$ cat config.mk
export PLATFORM = sky130hd
export DESIGN_NAME = prand_lfsr
export DESIGN_NICKNAME = d
export VERILOG_FILES = /design/src/rtl/prand_lfsr.sv
export SDC_FILE = /design/constraint.sdc
export NUM_CORES = 1
export LEC_CHECK = 0
export CORE_MARGIN = 8
export CORE_UTILIZATION = 45
export CTS_CLUSTER_SIZE = 24
export DETAILED_ROUTE_END_ITERATION = 16
export PLACE_DENSITY = 0.81
export SYNTH_ARGS = -nofsm -noshare
export SYNTH_HDL_FRONTEND = slang
export SYNTH_SLANG_ARGS = --single-unit
$ cat constraint.sdc
create_clock -name clk -period 8.6 [get_ports clk]
set_clock_uncertainty 0.2 [all_clocks]
set_input_delay 1.29 -clock clk [delete_from_list [all_inputs] [get_ports clk]]
set_output_delay 1.29 -clock clk [all_outputs]
set_load 0.02 [all_outputs]
$ cat src/rtl/prand_lfsr.sv
// prand_lfsr - parametrised Fibonacci LFSR random-word generator.
//
// Shifts a WIDTH-bit Fibonacci LFSR (feedback = XOR of the bits selected by
// TAPS, shifted in at the LSB) and packs OUT_W freshly generated bits into
// each output word. Words leave over a valid/ready handshake with
// back-pressure. After reset or a seed load, WARMUP shifts are discarded
// before the first word is built. A zero seed is replaced by DEFAULT_SEED so
// the all-zero lock-up state can never be entered.
//
// Ports:
//   clk        in   1      clock, rising edge
//   pReset     in   1      asynchronous active-high reset
//   runRand    in   1      generator enable; 0 freezes shifting
//   seedLoad   in   1      synchronous seed load strobe (priority over all but reset)
//   seed       in   WIDTH  seed value, sampled when seedLoad=1
//   outReady   in   1      consumer ready
//   outValid   out  1      randNum holds a fresh word
//   randNum    out  OUT_W  output word, newest bit in the LSB
//   seedZero   out  1      one-cycle pulse: zero seed replaced by DEFAULT_SEED
//   lfsrState  out  WIDTH  current LFSR state (debug)
module prand_lfsr #(
  parameter int unsigned       WIDTH        = 64,
  parameter logic [WIDTH-1:0]  TAPS         = 64'hD800_0000_0000_0000,
  parameter int unsigned       OUT_W        = 8,
  parameter int unsigned       WARMUP       = 16,
  parameter logic [WIDTH-1:0]  DEFAULT_SEED = 64'h0123_4567_89AB_CDEF
) (
  input  logic             clk,
  input  logic             pReset,
  input  logic             runRand,
  input  logic             seedLoad,
  input  logic [WIDTH-1:0] seed,
  input  logic             outReady,
  output logic             outValid,
  output logic [OUT_W-1:0] randNum,
  output logic             seedZero,
  output logic [WIDTH-1:0] lfsrState
);

  // Counter widths: cnt spans 0..OUT_W, warmCnt spans 0..WARMUP.
  localparam int unsigned CW  = $clog2(OUT_W + 1);
  localparam int unsigned WCW = (WARMUP > 0) ? $clog2(WARMUP + 1) : 1;

  localparam logic [CW-1:0]  CNT_LAST  = CW'(OUT_W - 1);
  localparam logic [CW-1:0]  CNT_ONE   = CW'(1);
  localparam logic [WCW-1:0] WARM_INIT = WCW'(WARMUP);
  localparam logic [WCW-1:0] WARM_ONE  = WCW'(1);

  typedef enum logic [1:0] {
    WARM = 2'd0,
    FILL = 2'd1,
    HOLD = 2'd2
  } fsm_e;

  // With no warm-up the generator starts building a word straight away.
  localparam fsm_e START_ST = (WARMUP == 0) ? FILL : WARM;

  logic [WIDTH-1:0] lfsr_q,      lfsr_d;
  fsm_e             fsm_q,       fsm_d;
  logic [WCW-1:0]   warm_cnt_q,  warm_cnt_d;
  logic [CW-1:0]    cnt_q,       cnt_d;
  logic             valid_q,     valid_d;
  logic [OUT_W-1:0] rand_q,      rand_d;
  logic             seed_zero_q, seed_zero_d;

  logic             fb;
  logic [WIDTH-1:0] shifted;
  logic             seed_is_zero;

  assign fb           = ^(lfsr_q & TAPS);
  assign shifted      = {lfsr_q[WIDTH-2:0], fb};
  assign seed_is_zero = (seed == '0);

  always_ff @(posedge clk or posedge pReset) begin
    if (pReset) begin
      lfsr_q      <= DEFAULT_SEED;
      fsm_q       <= START_ST;
      warm_cnt_q  <= WARM_INIT;
      cnt_q       <= '0;
      valid_q     <= 1'b0;
      rand_q      <= '0;
      seed_zero_q <= 1'b0;
    end else begin
      lfsr_q      <= lfsr_d;
      fsm_q       <= fsm_d;
      warm_cnt_q  <= warm_cnt_d;
      cnt_q       <= cnt_d;
      valid_q     <= valid_d;
      rand_q      <= rand_d;
      seed_zero_q <= seed_zero_d;
    end
  end

  always_comb begin
    lfsr_d      = lfsr_q;
    fsm_d       = fsm_q;
    warm_cnt_d  = warm_cnt_q;
    cnt_d       = cnt_q;
    valid_d     = valid_q;
    rand_d      = rand_q;
    seed_zero_d = 1'b0;

    if (seedLoad) begin
      // Load wins over shifting and over any pending word, which is dropped.
      lfsr_d      = seed_is_zero ? DEFAULT_SEED : seed;
      seed_zero_d = seed_is_zero;
      valid_d     = 1'b0;
      cnt_d       = '0;
      warm_cnt_d  = WARM_INIT;
      fsm_d       = START_ST;
    end else begin
      unique case (fsm_q)
        WARM: begin
          if (runRand) begin
            lfsr_d     = shifted;
            warm_cnt_d = warm_cnt_q - WARM_ONE;
            if (warm_cnt_q == WARM_ONE) begin
              fsm_d = FILL;
              cnt_d = '0;
            end
          end
        end

        FILL: begin
          if (runRand) begin
            lfsr_d = shifted;
            cnt_d  = cnt_q + CNT_ONE;
            // This shift supplies the last bit of the word.
            if (cnt_q == CNT_LAST) begin
              rand_d  = shifted[OUT_W-1:0];
              valid_d = 1'b1;
              fsm_d   = HOLD;
            end
          end
        end

        HOLD: begin
          // Acceptance does not need runRand; only the shift does.
          if (outReady) begin
            if (runRand) begin
              lfsr_d = shifted;
              cnt_d  = CNT_ONE;
              if (OUT_W == 1) begin
                // The shift in the accept cycle already completes a 1-bit word.
                rand_d  = shifted[OUT_W-1:0];
                valid_d = 1'b1;
                fsm_d   = HOLD;
              end else begin
                valid_d = 1'b0;
                fsm_d   = FILL;
              end
            end else begin
              cnt_d   = '0;
              valid_d = 1'b0;
              fsm_d   = FILL;
            end
          end
        end

        default: begin
          fsm_d   = START_ST;
          valid_d = 1'b0;
          cnt_d   = '0;
        end
      endcase
    end
  end

  assign outValid  = valid_q;
  assign randNum   = rand_q;
  assign seedZero  = seed_zero_q;
  assign lfsrState = lfsr_q;

endmodule
==> results.yml <==
timing:
  period_minus_slack_ns: 3.78
  rsz0062_at_grt: "false"
  setup_tns_ns: 0
  period_share_pct: 43.9
  setup_viol: 0
  relSlewSlack_pct: 15.6
  fmax_ghz: 0.265
  drv_slew: 0
  tightest_slew_ns: 1.26
  hold_viol: 0
critical_path:
  critical-path-top-delay-family: "simple AND/OR/NAND/NOR gates"
  crit_buf_inv: 1
  cpMaxStageDelayCell: "nand2_1"
  path_class: "primary input to flop"
  required_ns: 8.64
  critical-path-max-stage-delay_ns: 0.73
  worstSetupStartpointType: "primary input"
  critPathMaxFanout: 32
  crit_arrival_ns: 3.82
  end_kind: "flop"
  path_cells: "clkdlybuf4s50_1 > nor4_1 > and4_1 > nand2_1 > o31ai_1"
placement:
  dpl_cell_area_sq_um: 6120
  hpwl_um: 10300
  gp_congestion: 0.912
  portBuffers: 142
drt:
  drcViolationCount: 0
  vias: 4170
  via_per_inst: 5.78
  drt_iter0_markers: 356
  first_pass_iters: 4
  finalWirelength_um: 14300
  ant_nets: 0
  wl_per_cell_um: 19.8
yosys:
  async_flop_share_pct: 100
  ys.flop_type: "dfrtp_1"
  synth_cells: 458
  synth_nets: 534
  synth_edf_count: 0
  syn_area_sq_um: 4670
  yosysUniqueCellTypes: 45
  yosys_warnings: 0
  seq_area_frac_synth_pct: 46.4
  synth_area_per_cell_sq_um: 10.2
  synth-seq-cells: 85
cells_and_area:
  final_cell_mix: "clkdlybuf4s50_1 (141), dfrtp_1 (52), nor2_1 (38)"
  areaGrowthSynthToFinish_pct: 36.2
  finalInstanceArea_sq_um: 6360
  layout_commonest_cell: "clkdlybuf4s50_1"
  layout-drive-gt1-share_pct: 13.3
  num_antenna_cells: 0
  nets: 658
floorplan:
  row_count: 37
  dieArea_sq_um: 13900
  initial_core_util_pct: 45.9
  die_y_um: 118
  io_pins: 143
  coreArea_sq_um: 10200
  die_x_um: 118
global_route:
  grt_pass1_wl_um: 23300
  grt_usage_pct: 20.4
  grt_pass1_vias: 4342
  grt_overflow_total: 0
  antenna_found_initial: 0
  grt_max_degree: 80
cts:
  root_buffer: "clkbuf_8"
  clockBufferDepth: 2
  ctsResizeCount: 0
  numCtsBuffers: 9
  htreeDepth: 3
  hold_buffers: 0
  postCtsSetupRepairBufs: 0
  clkLatencyLatePin_ns: 0.35
  clock_sinks: 85
  cts_tree: "built"
  cts.reportedPaths.clkPinSlew_ns: 0.08
power_and_ir_drop:
  ir_worst_vdd_uv: 137
  power_leakage_nw: 2.49
  total_power_mw: 1.51
  powerDensity_nw_per_um2: 238
flow_run:
  cap_violations: 0
worst_hold_path:
  hp-class: "flop to flop"
status:
  status: "finished clean"
-- final timing paths --
kind                            start            end  slack (ns)  cells after the start
setup / recovery             seed[57]  lfsrState[24]        4.82                      5
hold / removal             randNum[1]     randNum[1]        0.31                      1
setup reg to reg             fsm_q[0]  lfsrState[61]        5.88                      6
hold reg to reg            randNum[1]     randNum[1]        0.31                      1
max in group asynchronous      pReset     randNum[6]        6.01                      3
min in group asynchronous      pReset     randNum[3]        1.09                      2
-- per-stage QoR --
step | worst slack, ns | instances | hold WS (ns) | util, %
after floorplan | 4.97 | 458 | 0.279 | -
after global placement | 4.60 | 707 | 0.287 | 60.0
after detailed placement | 4.47 | 707 | 0.298 | 60.0
after CTS | 4.84 | 722 | 0.312 | 62.5
after global routing | 4.71 | 722 | 0.344 | 62.5
final | 4.82 | 722 | 0.312 | 62.5
-- kinds of logic (layout without fill, tap and decap cells) --
logic type               after synthesis  in the layout  share of synthesized area [%]
AND/OR/NAND/NOR                      153            153                           17.4
buffers and inverters                 44            172                           4.98
XOR/XNOR                               7              7                           1.31
AO/OA/AOI/OAI                        121            121                           19.0
adder cells (fa/ha/maj)                7              7                           1.88
flip-flops                            85             85                           46.4
multiplexers                          41             41                           9.03
-- final cells by class --
class | instances | area (sq um)
inverter | 9 | 35.0
clock inverter | 4 | 95.1
clock buffer | 11 | 151
fill | 849 | 3820
tap | 136 | 170
multi-input combinational | 329 | 2280
sequential | 85 | 2170
timing repair buffer | 148 | 1460
-- layer usage --
layer | wire (um) | up-vias | global-route usage (%)
li1 | - | 1947 | -
met1 | 5830 | 2051 | 25.5
met2 | 7060 | 150 | 33.4
met3 | 1090 | 22 | 5.61
met4 | 297 | 0 | 6.57
met5 | 0 | - | 0
-- sequential cells by signal, summed over array words and instances (netlist names) --
register / count
lfsrState: 64
seedZero: 1
fsm_q: 2
outValid: 1
warm_cnt_q: 5
cnt_q: 4
randNum: 8
-- Yosys cell counts (all sizes together), types with 7 or more instances --
master,instances,area share (%)
clkbuf,17,1.4
nand2b,35,4.7
inv,9,0.72
buf,18,2.9
o221ai,31,5.8
nor2,38,3.1
ha,7,1.9
mux2,9,2.2
o31ai,34,6.1
mux2i,32,6.9
dfrtp,52,28
o21ai,37,4.0
dfstp,33,19
nand2,36,2.9
nor4,20,3.3
-- where the power goes --
part           internal, mW  switching (mW)  leakage [nW]
combinational         0.258           0.302          1.36
clock                 0.207           0.140         0.125
sequential            0.511          0.0936          1.01
-- worst reg2reg max path: stages, from the launching register on --
cell and delay, ns:
dfrtp_1 0.42, inv_1 0.09, ha_1 0.30, or3_4 0.44, a31oi_4 0.45, buf_4 0.49
o21ai_0 0.19
Note: power is estimated with default switching activity, not from simulation.
